==> src/rtl/ex_mem_forward_stage_pkg.sv <==
// ex_mem_forward_stage_pkg: ALU opcodes, forwarding select codes and ctrl bit positions
// shared by the EX stage, its ALU and the EX/MEM register.
package ex_mem_forward_stage_pkg;
    localparam logic [3:0] ALU_AND = 4'b0000;
    localparam logic [3:0] ALU_OR  = 4'b0001;
    localparam logic [3:0] ALU_ADD = 4'b0010;
    localparam logic [3:0] ALU_XOR = 4'b0011;
    localparam logic [3:0] ALU_SLL = 4'b0100;
    localparam logic [3:0] ALU_SRL = 4'b0101;
    localparam logic [3:0] ALU_SUB = 4'b0110;
    localparam logic [3:0] ALU_SLT = 4'b0111;

    localparam logic [1:0] FWD_NONE = 2'b00;
    localparam logic [1:0] FWD_WB   = 2'b01;
    localparam logic [1:0] FWD_MEM  = 2'b10;

    // ctrl word layout: {branch, memwrite, memread, memtoreg, regwrite}
    localparam int CTRL_W        = 5;
    localparam int CTRL_REGWRITE = 0;
    localparam int CTRL_MEMTOREG = 1;
    localparam int CTRL_MEMREAD  = 2;
    localparam int CTRL_MEMWRITE = 3;
    localparam int CTRL_BRANCH   = 4;
endpackage

==> src/rtl/ex_mem_forward_stage_if.sv <==
// ex_mem_forward_stage_if: ID/EX operands, write-back state and EX/MEM outputs of the EX stage.
// slave is the stage's view, master is the driver's view.
interface ex_mem_forward_stage_if #(
    parameter int XLEN = 64,
    parameter int RA_W = 5
);
    logic [3:0]      alu_ctrl;
    logic            alusrc;
    logic [RA_W-1:0] id_ex_rs1;
    logic [RA_W-1:0] id_ex_rs2;
    logic [RA_W-1:0] id_ex_rd;
    logic [XLEN-1:0] id_ex_rd1;
    logic [XLEN-1:0] id_ex_rd2;
    logic [XLEN-1:0] id_ex_imm;
    logic [XLEN-1:0] next_pc_in;
    logic [4:0]      ctrl_in;
    logic [RA_W-1:0] mem_wb_rd;
    logic            mem_wb_regwrite;
    logic [XLEN-1:0] mem_wb_data;
    logic            flush;
    logic [1:0]      forward_a;
    logic [1:0]      forward_b;
    logic [XLEN-1:0] alu_result;
    logic            zero;
    logic [XLEN-1:0] ex_mem_pc;
    logic [XLEN-1:0] ex_mem_alu_result;
    logic [XLEN-1:0] ex_mem_store_data;
    logic            ex_mem_zero;
    logic [RA_W-1:0] ex_mem_rd;
    logic [4:0]      ex_mem_ctrl;

    modport slave (
        input  alu_ctrl, alusrc, id_ex_rs1, id_ex_rs2, id_ex_rd, id_ex_rd1, id_ex_rd2, id_ex_imm,
               next_pc_in, ctrl_in, mem_wb_rd, mem_wb_regwrite, mem_wb_data, flush,
        output forward_a, forward_b, alu_result, zero, ex_mem_pc, ex_mem_alu_result,
               ex_mem_store_data, ex_mem_zero, ex_mem_rd, ex_mem_ctrl
    );

    modport master (
        output alu_ctrl, alusrc, id_ex_rs1, id_ex_rs2, id_ex_rd, id_ex_rd1, id_ex_rd2, id_ex_imm,
               next_pc_in, ctrl_in, mem_wb_rd, mem_wb_regwrite, mem_wb_data, flush,
        input  forward_a, forward_b, alu_result, zero, ex_mem_pc, ex_mem_alu_result,
               ex_mem_store_data, ex_mem_zero, ex_mem_rd, ex_mem_ctrl
    );
endinterface

==> src/rtl/ex_mem_forward_stage_alu.sv <==
// ex_alu: combinational EX-stage ALU; AND/OR/ADD/SUB always, XOR/SLL/SRL/SLT with ALU_EXT_OPS_EN.
// Codes not enabled in the build produce 0.
module ex_alu
    import ex_mem_forward_stage_pkg::*;
#(
    parameter int XLEN = 64
) (
    input  logic [3:0]      alu_ctrl,
    input  logic [XLEN-1:0] a,
    input  logic [XLEN-1:0] b,
    output logic [XLEN-1:0] result,
    output logic            zero
);
    always_comb begin
        result = '0;
        case (alu_ctrl)
            ALU_AND: result = a & b;
            ALU_OR:  result = a | b;
            ALU_ADD: result = a + b;
            ALU_SUB: result = a - b;
`ifdef ALU_EXT_OPS_EN
            ALU_XOR: result = a ^ b;
            ALU_SLL: result = a << b[5:0];
            ALU_SRL: result = a >> b[5:0];
            ALU_SLT: result = {{(XLEN-1){1'b0}}, $signed(a) < $signed(b)};
`endif
            default: result = '0;
        endcase
    end

    assign zero = (result == '0);
endmodule

==> src/rtl/ex_mem_forward_stage.sv <==
// ex_mem_forward_stage: EX stage with operand forwarding, ALU and the EX/MEM pipeline register.
// Build option ALU_EXT_OPS_EN enables the extended ALU opcodes in ex_alu.
module ex_mem_forward_stage
    import ex_mem_forward_stage_pkg::*;
#(
    parameter int XLEN = 64,
    parameter int RA_W = 5
) (
    input logic clock,
    input logic reset,
    ex_mem_forward_stage_if.slave bus
);
    logic [1:0]        fwd_a;
    logic [1:0]        fwd_b;
    logic [XLEN-1:0]   src_a;
    logic [XLEN-1:0]   src_b;
    logic [XLEN-1:0]   alu_y;
    logic              alu_z;
    logic [XLEN-1:0]   pc_q;
    logic [XLEN-1:0]   res_q;
    logic [XLEN-1:0]   store_q;
    logic              zero_q;
    logic [RA_W-1:0]   rd_q;
    logic [CTRL_W-1:0] ctrl_q;
    logic              mem_hit_a;
    logic              mem_hit_b;
    logic              wb_hit_a;
    logic              wb_hit_b;

    // Hazard detection looks at the registered EX/MEM fields, i.e. the instruction one ahead.
    assign mem_hit_a = ctrl_q[CTRL_REGWRITE] && rd_q != '0 && rd_q == bus.id_ex_rs1;
    assign mem_hit_b = ctrl_q[CTRL_REGWRITE] && rd_q != '0 && rd_q == bus.id_ex_rs2;
    assign wb_hit_a  = bus.mem_wb_regwrite && bus.mem_wb_rd != '0 && bus.mem_wb_rd == bus.id_ex_rs1;
    assign wb_hit_b  = bus.mem_wb_regwrite && bus.mem_wb_rd != '0 && bus.mem_wb_rd == bus.id_ex_rs2;

    assign fwd_a = mem_hit_a ? FWD_MEM : wb_hit_a ? FWD_WB : FWD_NONE;
    assign fwd_b = mem_hit_b ? FWD_MEM : wb_hit_b ? FWD_WB : FWD_NONE;

    // Select code 11 never arises from the hazard logic and falls back to the register file.
    assign src_a = fwd_a == FWD_MEM ? res_q : fwd_a == FWD_WB ? bus.mem_wb_data : bus.id_ex_rd1;
    assign src_b = fwd_b == FWD_MEM ? res_q : fwd_b == FWD_WB ? bus.mem_wb_data : bus.id_ex_rd2;

    ex_alu #(.XLEN(XLEN)) u_alu (
        .alu_ctrl (bus.alu_ctrl),
        .a        (src_a),
        .b        (bus.alusrc ? bus.id_ex_imm : src_b),
        .result   (alu_y),
        .zero     (alu_z)
    );

    always_ff @(posedge clock) begin
        if (reset) begin
            pc_q    <= '0;
            res_q   <= '0;
            store_q <= '0;
            zero_q  <= 1'b0;
            rd_q    <= '0;
            ctrl_q  <= '0;
        end else begin
            pc_q    <= bus.next_pc_in;
            res_q   <= alu_y;
            store_q <= src_b;
            zero_q  <= alu_z;
            rd_q    <= bus.flush ? '0 : bus.id_ex_rd;
            ctrl_q  <= bus.flush ? '0 : bus.ctrl_in;
        end
    end

    assign bus.forward_a         = fwd_a;
    assign bus.forward_b         = fwd_b;
    assign bus.alu_result        = alu_y;
    assign bus.zero              = alu_z;
    assign bus.ex_mem_pc         = pc_q;
    assign bus.ex_mem_alu_result = res_q;
    assign bus.ex_mem_store_data = store_q;
    assign bus.ex_mem_zero       = zero_q;
    assign bus.ex_mem_rd         = rd_q;
    assign bus.ex_mem_ctrl       = ctrl_q;
endmodule

==> src/flat_wrapper.sv <==
// flat-port wrapper written by rule: the top's interface ports become plain ports
module ex_mem_forward_stage_flat import ex_mem_forward_stage_pkg::*;
#(
    parameter int XLEN = 64,
    parameter int RA_W = 5
)
  (clock, reset, bus_alu_ctrl, bus_alusrc, bus_id_ex_rs1, bus_id_ex_rs2, bus_id_ex_rd, bus_id_ex_rd1, bus_id_ex_rd2, bus_id_ex_imm, bus_next_pc_in, bus_ctrl_in, bus_mem_wb_rd, bus_mem_wb_regwrite, bus_mem_wb_data, bus_flush, bus_forward_a, bus_forward_b, bus_alu_result, bus_zero, bus_ex_mem_pc, bus_ex_mem_alu_result, bus_ex_mem_store_data, bus_ex_mem_zero, bus_ex_mem_rd, bus_ex_mem_ctrl);
  ex_mem_forward_stage_if #(.XLEN(XLEN), .RA_W(RA_W)) bus_i ();
  input logic clock;
  input logic reset;
  input wire logic [$bits(bus_i.alu_ctrl)-1:0] bus_alu_ctrl;
  input wire logic [$bits(bus_i.alusrc)-1:0] bus_alusrc;
  input wire logic [$bits(bus_i.id_ex_rs1)-1:0] bus_id_ex_rs1;
  input wire logic [$bits(bus_i.id_ex_rs2)-1:0] bus_id_ex_rs2;
  input wire logic [$bits(bus_i.id_ex_rd)-1:0] bus_id_ex_rd;
  input wire logic [$bits(bus_i.id_ex_rd1)-1:0] bus_id_ex_rd1;
  input wire logic [$bits(bus_i.id_ex_rd2)-1:0] bus_id_ex_rd2;
  input wire logic [$bits(bus_i.id_ex_imm)-1:0] bus_id_ex_imm;
  input wire logic [$bits(bus_i.next_pc_in)-1:0] bus_next_pc_in;
  input wire logic [$bits(bus_i.ctrl_in)-1:0] bus_ctrl_in;
  input wire logic [$bits(bus_i.mem_wb_rd)-1:0] bus_mem_wb_rd;
  input wire logic [$bits(bus_i.mem_wb_regwrite)-1:0] bus_mem_wb_regwrite;
  input wire logic [$bits(bus_i.mem_wb_data)-1:0] bus_mem_wb_data;
  input wire logic [$bits(bus_i.flush)-1:0] bus_flush;
  output wire logic [$bits(bus_i.forward_a)-1:0] bus_forward_a;
  output wire logic [$bits(bus_i.forward_b)-1:0] bus_forward_b;
  output wire logic [$bits(bus_i.alu_result)-1:0] bus_alu_result;
  output wire logic [$bits(bus_i.zero)-1:0] bus_zero;
  output wire logic [$bits(bus_i.ex_mem_pc)-1:0] bus_ex_mem_pc;
  output wire logic [$bits(bus_i.ex_mem_alu_result)-1:0] bus_ex_mem_alu_result;
  output wire logic [$bits(bus_i.ex_mem_store_data)-1:0] bus_ex_mem_store_data;
  output wire logic [$bits(bus_i.ex_mem_zero)-1:0] bus_ex_mem_zero;
  output wire logic [$bits(bus_i.ex_mem_rd)-1:0] bus_ex_mem_rd;
  output wire logic [$bits(bus_i.ex_mem_ctrl)-1:0] bus_ex_mem_ctrl;
  assign bus_i.alu_ctrl = bus_alu_ctrl;
  assign bus_i.alusrc = bus_alusrc;
  assign bus_i.id_ex_rs1 = bus_id_ex_rs1;
  assign bus_i.id_ex_rs2 = bus_id_ex_rs2;
  assign bus_i.id_ex_rd = bus_id_ex_rd;
  assign bus_i.id_ex_rd1 = bus_id_ex_rd1;
  assign bus_i.id_ex_rd2 = bus_id_ex_rd2;
  assign bus_i.id_ex_imm = bus_id_ex_imm;
  assign bus_i.next_pc_in = bus_next_pc_in;
  assign bus_i.ctrl_in = bus_ctrl_in;
  assign bus_i.mem_wb_rd = bus_mem_wb_rd;
  assign bus_i.mem_wb_regwrite = bus_mem_wb_regwrite;
  assign bus_i.mem_wb_data = bus_mem_wb_data;
  assign bus_i.flush = bus_flush;
  assign bus_forward_a = bus_i.forward_a;
  assign bus_forward_b = bus_i.forward_b;
  assign bus_alu_result = bus_i.alu_result;
  assign bus_zero = bus_i.zero;
  assign bus_ex_mem_pc = bus_i.ex_mem_pc;
  assign bus_ex_mem_alu_result = bus_i.ex_mem_alu_result;
  assign bus_ex_mem_store_data = bus_i.ex_mem_store_data;
  assign bus_ex_mem_zero = bus_i.ex_mem_zero;
  assign bus_ex_mem_rd = bus_i.ex_mem_rd;
  assign bus_ex_mem_ctrl = bus_i.ex_mem_ctrl;
  ex_mem_forward_stage #(.XLEN(XLEN), .RA_W(RA_W)) u_core (.clock(clock), .reset(reset), .bus(bus_i));
endmodule
==> config.mk <==
export PLATFORM = sky130hd
export DESIGN_NAME = ex_mem_forward_stage_flat
export DESIGN_NICKNAME = d
export VERILOG_FILES = /design/src/rtl/ex_mem_forward_stage_pkg.sv /design/src/rtl/ex_mem_forward_stage_if.sv /design/src/rtl/ex_mem_forward_stage_alu.sv /design/src/rtl/ex_mem_forward_stage.sv /design/src/flat_wrapper.sv
export SDC_FILE = /design/constraint.sdc
export NUM_CORES = 1
export LEC_CHECK = 0
export CORE_AREA = 2 2 241 243
export DETAILED_ROUTE_END_ITERATION = 7
export DIE_AREA = 0 0 243 245
export PLACE_DENSITY = 0.61
export SLEW_MARGIN = 20
export SYNTH_ARGS = -nofsm -noshare
export SYNTH_HDL_FRONTEND = slang
export SYNTH_SLANG_ARGS = --single-unit
==> constraint.sdc <==
create_clock -name clock -period 14.1 [get_ports clock]
set_input_delay 3.525 -clock clock [delete_from_list [all_inputs] [get_ports clock]]
set_output_delay 3.525 -clock clock [all_outputs]
set_load 0.005 [all_outputs]
; Yosys cells after proc, flatten, opt, wreduce, memory -nomap -nowiden
; Cells that the tools add are included.
[word_totals]
inputBits = 354
n_memories = 0
word_cells = 42
latch_bits = 0
romBits = 0
mem_bits_rw = 0
regBits = 203
output_inout_bits = 272
[op_classes]
n_shift = 0
bitwise_logic = 2
reduce_logical = 11
mul = 0
add_sub_neg = 2
div = 0
n_mux = 10
eq_ne = 11
magnitude_cmp = 0
[op_table]
columns = cell, n
row1 = $mux 64, 5
row2 = $pmux 64 s4, 1
row3 = $add 64x64->64, 1
row4 = $and 64x64->64, 1
row5 = $logic_not 64->1, 1
row6 = $or 64x64->64, 1
row7 = $sub 64x64->64, 1
row8 = $eq 5x5->1, 4
row9 = $reduce_bool 5->1, 2
row10 = $logic_and 1x1->1, 6
row11 = $eq 2x1->1 const B, 2
row12 = $eq 2x2->1 const B, 2
row13 = $eq 4x1->1 const B, 1
row14 = $eq 4x2->1 const B, 1
row15 = $eq 4x3->1 const B, 1
row16 = $logic_not 4->1, 1
row17 = $mux 2, 2
row18 = $mux 1, 2
row19 = $reduce_or 2->1, 1

; Logic depth before layout (Yosys ltp)
; Gate-level depths: netlist of run 1.
[logic_depth]
depth_word = 12
ltp_mapped = 31
depth_no_buf = 26

; Hierarchy
; A second synthesis of run 1 with hierarchy kept.
[unflattened]
hier_cells = 2233
hier_area_um2 = 17088.9
[modules_own_cells]
columns = mod, seq_area_each_um2, n_inst, cells_per_inst, area_each_um2
row1 = ex_mem_forward_stage, 4063.9, 1, 1057, 9442.8
row2 = ex_alu, 0.0, 1, 1176, 7646.1

; Least setup slack after synthesis of run 1
; No wires, ideal clock.
[synth_path]
path_kind = input to output
from = input bus_mem_wb_rd[2]
to = output bus_zero
setup_slack_ns = 0.643
n_path_buf = 4
path_stages = 29
required_ns = 10.575
t_arrival_ns = 9.932
cell_sequence = or2_2 o21a_1 buf_2 nor3_1 clkbuf_1 mux2i_1 a221o_1 ha_1 inv_1 nor3_1 and3_4 nand3_2 or4_4 o21ai_0 xnor2_1 ha_1 clkbuf_1 and2_1 clkbuf_1 a221o_1 a221oi_1 nand2_1 o21ai_0 xnor2_1 a22oi_1 nand4_1 nor4b_1 nand3_1 nor4_2
[synth_via]
elab_chain_len = 12
word_cells_on_any_way = 25
classes_between = add/sub (2) / eq/ne (6) / mux (10) / bitwise (2) / reduce/logical (5)
[synth_rtl]
columns = item, line_no
row1 = from (decl), flat_wrapper.sv:21  ; input wire logic [$bits(bus_i.mem_wb_rd)-1:0] bus_mem_wb_rd;
row2 = $reduce_bool 5->1, "ex_mem_forward_stage.sv:33, ex_mem_forward_stage.sv:34"
row3 = $logic_and 1x1->1, "ex_mem_forward_stage.sv:33, ex_mem_forward_stage.sv:34"
row4 = $logic_and 1x1->1, ex_mem_forward_stage.sv:34  ; assign wb_hit_b = bus.mem_wb_regwrite && bus.mem_wb_rd != '0 && bus.mem_wb_rd == bus.id_ex_rs2;
row5 = $mux 1, ex_mem_forward_stage.sv:37  ; assign fwd_b = mem_hit_b ? FWD_MEM : wb_hit_b ? FWD_WB : FWD_NONE;
row6 = $mux 2, ex_mem_forward_stage.sv:37
row7 = $eq 2x1->1, ex_mem_forward_stage.sv:41  ; assign src_b = fwd_b == FWD_MEM ? res_q : fwd_b == FWD_WB ? bus.mem_wb_data : bus.id_ex_rd2;
row8 = $mux 64 (2 in series), ex_mem_forward_stage.sv:41
row9 = $mux 64, ex_mem_forward_stage.sv:46  ; .b (bus.alusrc ? bus.id_ex_imm : src_b),
row10 = "$sub 64x64->64, or another cell as far along", ex_mem_forward_stage_alu.sv:20  ; ALU_SUB: result = a - b;
row11 = $pmux 64 s4 (*), ex_mem_forward_stage_alu.sv:16  ; case (alu_ctrl)
row12 = $logic_not 64->1 (*), ex_mem_forward_stage_alu.sv:31  ; assign zero = (result == '0);
row13 = to (decl), flat_wrapper.sv:28  ; output wire logic [$bits(bus_i.zero)-1:0] bus_zero;
; Every way passes the cells marked *; elsewhere a longest branch is shown, timed or not.

; Final worst setup path of run 1
; Ends and elaborated chain as after synthesis.

==> impl_metrics.yaml, run 1 <==
power:
  irDropWorstVdd_uv: 80.79
  p_leak_uw: 0.01284
  power.density_mw_per_mm2: 87.44
finish:
  layout_commonest_cell: "buf_4"
  fin_util: 0.5372
  fillers: 5541
  fin_nets: 3959
  area_delta_synth_final_pct: 75.26
  final_cell_mix: "buf_4 (663), clkdlybuf4s50_1 (609), nand2_1 (226)"
  drive_gt1_frac: 0.2467
timing:
  tns_ns: -0.09377
  layout_min_cycle_time_ns: 14.19
  finalHoldViolCount: 0
  clock-skew-final_ns: 0.01722
  setup-violations-final: 1
  layout_setup_ws_ns: -0.09377
  worstMarginPinSlew_ns: 1.003
  period_share: 1.007
  hold-worst-slack_ns: 0.5562
  rsz0062_at_grt: "true"
  drv_slew: 0
  slew_headroom: 0.3244
  fmax_mhz: 70.45
setup_path:
  crit_path_frequent_cell: "buf_4"
  max_stage_delay_ns: 0.61
  cp_max_fo: 6
  required_ns: 10.57
  critPathKind: "input pin to primary output"
  worst_path_max_delay_cell: "or4_1"
  cp.arrival_ns: 10.67
  cp-end-kind: "primary output"
  start_kind: "input pin"
routing:
  drc: 0
  ant_nets: 0
  top_layer_used: "met4"
  dr_wl_met3_um: 17550
  drt-wirelength-per-cell_um: 30.23
  first_iter_violations: 3354
  drt-total-wl_um: 131100
  route.met2.wl_um: 52260
  vias: 25600
  viasPerCell: 5.901
  dr.pass1.iters: 8
  wl_met1_um: 57620
clocking:
  root_buffer: "clkbuf_16"
  cts_tree: "built"
  cts_hold_buf: 0
  cts_made_buffers: 27
  clk_path_buf_depth: 3
  clkTransAtPathRegs_ns: 0.07
  cts_max_level: 1
  cts_sinks: 203
  clkLatencyLatePin_ns: 0.58
outcome:
  violations: "setup timing"
  status: "finished, violations left"
global_route:
  antenna_found_initial: 17
  grt_max_degree: 87
  grt_pass1_vias: 23900
  grt.total_usage: 0.4168
  grt_pass1_wl_um: 180100
  overflow: 0
placement:
  place_congestion: 1.090
  dp_hpwl_um: 110000
  port-buffer-count: 625
die:
  start_util: 0.3065
  die_w_um: 243
  die-area_mm2: 0.05954
  die_h_um: 245
  num_rows: 88
  ios: 626
  core_mm2: 0.05703
synth:
  syn-instance-count: 2410
  async_reset_ff_frac: 0
  synth-seq-area-share: 0.2324
  syn-num-nets: 2831
  ys.flop_type: "dfxtp_1"
  synth_cell_types: 92
  synth_edf_count: 0
  ys_ff_latch: 203
  ys.warnings.count: 0
  syn-mean-instance-area_um2: 7.254
  synth_area_mm2: 0.01748
run:
  maxCapViolCount: 0
hold_path:
  min_path_type: "register to register"
report_power, final:
group | switching (µW) | internal (µW)
clock network | 306 | 433
logic | 686 | 619
registers | 28.0 | 606
critical path: cells and delay by family:
| kind | cells | cell delay, ns |
|---|---|---|
| compound gates | 6 | 1.47 |
| xor+xnor | 2 | 0.28 |
| fa+ha+maj | 1 | 0.41 |
| buf+inv | 9 | 1.65 |
| mux | 1 | 0.36 |
| simple gates | 13 | 2.95 |
synth_stat cells (29+ instances only):
cell / instances / area share
dfxtp_1: 203 / 0.23
ha_1: 66 / 0.047
nor3_1: 86 / 0.025
clkbuf_1: 156 / 0.033
a31oi_1: 93 / 0.033
a21oi_1: 151 / 0.043
nand2_1: 229 / 0.049
o31ai_1: 70 / 0.030
inv_1: 73 / 0.016
a311oi_1: 48 / 0.024
a21o_1: 34 / 0.015
maj3_1: 39 / 0.022
o21ai_0: 117 / 0.033
xnor2_1: 84 / 0.042
nand3_1: 45 / 0.013
mux2i_1: 29 / 0.017
nand4_1: 91 / 0.033
and2_1: 39 / 0.014
nor2_1: 223 / 0.048
nor2b_1: 115 / 0.041
xor2_1: 33 / 0.017
cells by family after synthesis:
| logic type | after synthesis | synth area share |
|---|---|---|
| AND/OR/NAND/NOR | 951 | 0.2719 |
| AO/OA/AOI/OAI | 721 | 0.2805 |
| buffers and inverters | 270 | 0.06062 |
| flip-flops | 203 | 0.2324 |
| XOR/XNOR | 117 | 0.05861 |
| adder cells (fa/ha/maj) | 108 | 0.07200 |
| multiplexers | 40 | 0.02390 |
layout make-up:
cell class                      instances  area, µm²  area share
Antenna cell                           14      35.03    0.001143
Clock buffer                           29      693.2     0.02262
Clock inverter                         21      240.2    0.007840
Inverter                               75      285.3    0.009310
Multi-Input combinational cell       1937      13040      0.4256
Sequential cell                       203       4064      0.1326
Tap cell                              765      957.2     0.03124
Timing Repair Buffer                 1294      11330      0.3696
worst paths after layout:
check	cells past startpoint	from	slack, ns	to
worst max-delay path	32	bus_mem_wb_rd[2]	-0.09	bus_zero
worst min-delay path	2	u_core.bus.ex_mem_alu_result[38]	0.56	u_core.bus.ex_mem_store_data[38]
worst max register to register	34	u_core.bus.ex_mem_rd[2]	6.22	u_core.bus.ex_mem_zero
worst min register to register	2	u_core.bus.ex_mem_alu_result[38]	0.56	u_core.bus.ex_mem_store_data[38]
layer usage:
metal	global-route usage	vias up
met3	0.1348	198
met2	0.5820	1792
met5	0	-
li1	-	11150
met1	0.6068	12460
met4	0.1077	0
state kept, by name, summed over array words and instances, names as in the netlist:
name	count
u_core.bus.ex_mem_ctrl	5
u_core.bus.ex_mem_store_data	64
u_core.bus.ex_mem_rd	5
u_core.bus.ex_mem_alu_result	64
u_core.bus.ex_mem_pc	64
u_core.bus.ex_mem_zero	1
repair_timing:
action | 4_1_cts | 5_1_grt
pin swaps | 35 | 18
gates cloned | 0 | 0
gates resized for setup | 85 | 58
setup buffers | 23 | 6
setup endpoints to repair | 16 | 12
per-stage QoR:
step / power, µW / instances / cell area, µm² / setup WS [ns]
4_1_cts: 2611 / 4318 / 30290 / 0.05703
2_1_floorplan: 1109 / 2410 / 17480 / 0.6430
5_1_grt: 2758 / 4337 / 30640 / -0.2807
3_5_place_dp: 1856 / 4245 / 28830 / -1.331
6_report: 2679 / 4338 / 30640 / -0.09377
3_3_place_gp: 1859 / 4245 / 28830 / -1.467
Note: power is estimated with default switching activity, not from simulation.
==> run 2: changes to the inputs <==
CORE_AREA = 2 2 245 247   (was 2 2 241 243)
DIE_AREA = 0 0 247 249   (was 0 0 243 245)
HOLD_SLACK_MARGIN = 0.1   (was unset)
PLACE_DENSITY = 0.59   (was 0.61)
==> run 2 against run 1 <==
The flow now finishes without violations. Core utilization shrank 1.9 points. First-iteration DRC count fell by 4.0%. Sequential power barely moved. Power down 2.2%. Cell count is 0.44% lower. Count of clock-buffer cells in the layout is 3 lower. Largest power group unchanged. Largest cell class unchanged. Critical endpoint is now bus_alu_result[63].
==> impl_metrics.yaml, run 2 (synthesis gave the netlist of run 1 again) <==
outcome:
  status: "finished clean"
timing:
  hold-worst-slack_ns: 0.5693
  fmax_mhz: 70.94
  rsz0062_at_grt: "true"
  period_share: 0.9997
  finalHoldViolCount: 0
  layout_setup_ws_ns: 0.003615
  setup-violations-final: 0
  slew_headroom: 0.2998
  worstMarginPinSlew_ns: 1.050
  drv_slew: 0
  layout_min_cycle_time_ns: 14.10
  clock-skew-final_ns: 0.02020
setup_path:
  cp_max_fo: 9
  crit_path_frequent_cell: "buf_4"
  timing.rr.end: "u_core.bus.ex_mem_zero"
  start_kind: "input pin"
  rr_worst_depth: 27
  cp-end-kind: "primary output"
  worst_path_max_delay_cell: "or4_4"
  critPathKind: "input pin to primary output"
  r2r_setup_slack_ns: 6.61
  cp.arrival_ns: 10.57
  required_ns: 10.57
  r2r_start: "u_core.bus.ex_mem_rd[2]"
  max_stage_delay_ns: 0.59
placement:
  dp_hpwl_um: 111900
  port-buffer-count: 625
  dp.cells: 4225
  place_congestion: 1.069
  dpl_cell_area_mm2: 0.02861
  place_ws_ns: -0.8663
finish:
  final_cell_mix: "buf_4 (632), clkdlybuf4s50_1 (611), nand2_1 (226)"
  fin_nets: 3926
  final_area_mm2: 0.03040
  drive_gt1_frac: 0.2430
  layout_commonest_cell: "buf_4"
  fin_cells: 4319
  area_delta_synth_final_pct: 73.86
clocking:
  cts_made_buffers: 24
  cts_max_level: 1
  clk_path_buf_depth: 3
  cts_tree: "built"
  clkTransAtPathRegs_ns: 0.07
  cts_sinks: 203
  cts_hold_buf: 0
  clkLatencyLatePin_ns: 0.55
  root_buffer: "clkbuf_16"
die:
  num_rows: 89
  die_w_um: 247
  die-area_mm2: 0.06150
  start_util: 0.2979
  die_h_um: 249
  core_mm2: 0.05869
  ios: 626
global_route:
  grt_max_degree: 92
  grt.total_usage: 0.4108
  grtUsageMet2: 0.5769
  grt_pass1_vias: 23900
  gr-usage-met1: 0.5972
  antenna_found_initial: 37
  grt_use_met3: 0.1215
  overflow: 0
  grt.busiest_layer: "met1"
  grt_pass1_wl_um: 181700
routing:
  dr.pass1.iters: 8
  drc: 0
  drt-total-wl_um: 133000
  ant_nets: 0
  drt-wirelength-per-cell_um: 30.80
  viasPerCell: 5.836
  first_iter_violations: 3220
  vias: 25210
power:
  power.density_mw_per_mm2: 86.22
  p_leak_uw: 0.01266
  irDropWorstVdd_uv: 91.19
  total_power_uw: 2621
hold_path:
  min_path_type: "register to register"
  holdPathStages: 2
  holdPathEnd: "u_core.bus.ex_mem_store_data[42]"
  hold_start: "u_core.bus.ex_mem_alu_result[42]"
run:
  maxCapViolCount: 0
[run 2: cell count changes in the layout (fill, tap and decap cells not counted), moves of 6 or more]
cell | previous run | this run
buf_4 | 663 | 632
diode_2 | 14 | 23
o21ai_0 | 105 | 97
o21ai_1 | 8 | 16
a21oi_1 | 142 | 135
a21oi_2 | 8 | 15
dlygate4sd2_1 | 11 | 4
o31ai_1 | 58 | 52
[run 2: layout make-up]
cell class	instances	area, µm²
Fill cell	5743	28290
Multi-Input combinational cell	1938	13070
Timing Repair Buffer	1263	11100
Sequential cell	203	4064
Tap cell	773	967.2
Clock buffer	26	629.4
Inverter	75	285.3
Clock inverter	18	224.0
Antenna cell	23	57.56
[run 2: per-stage QoR]
stage	util	setup TNS [ns]
4_1_cts	0.5100	0
5_1_grt	0.5179	-0.2661
2_1_floorplan	-	0
3_5_place_dp	0.4876	-3.042
6_report	0.5180	0
3_3_place_gp	0.4876	-3.659
[run 2: worst max-delay path: cells and delay by family]
family                   cells  cell delay (ns)
AND/OR/NAND/NOR             11             2.78
AO/OA/AOI/OAI                8             1.79
buffers and inverters        8             1.74
adder cells (fa/ha/maj)      1             0.35
multiplexers                 1             0.24
XOR/XNOR                     1             0.12
[run 2: per-layer routing]
| layer | vias to the layer above | wire length [µm] |
|---|---|---|
| li1 | 11060 | - |
| met1 | 12320 | 58860 |
| met2 | 1652 | 54500 |
| met3 | 181 | 16520 |
| met4 | 2 | 3117 |
| met5 | - | 13 |
[run 2: where the power goes]
part | leakage [µW] | switching (µW) | internal, µW
registers | 0.00168 | 26.8 | 606
logic | 0.0106 | 688 | 604
clock network | 0.000418 | 294 | 402
total | 0.0127 | 1010 | 1610
[run 2: worst max-delay path by stage]
stage,start,end,slack (ns),cells past startpoint
floorplan,bus_mem_wb_rd[2],bus_zero,0.64,29
global placement,bus_id_ex_rs2[2],bus_zero,-0.87,31
detailed placement,bus_id_ex_rs2[2],bus_zero,-0.87,31
CTS,bus_mem_wb_rd[2],bus_alu_result[63],0.01,29
global route,bus_mem_wb_rd[2],bus_zero,-0.11,32
finish,bus_mem_wb_rd[2],bus_alu_result[63],0.004,30
[run 2: what timing repair did]
action	in CTS	in global routing
pin swaps	29	44
cloned	1	0
resized for setup	84	83
endpoints found under the setup margin	14	13
endpoints found under the hold margin	0	0
buffers inserted	16	10
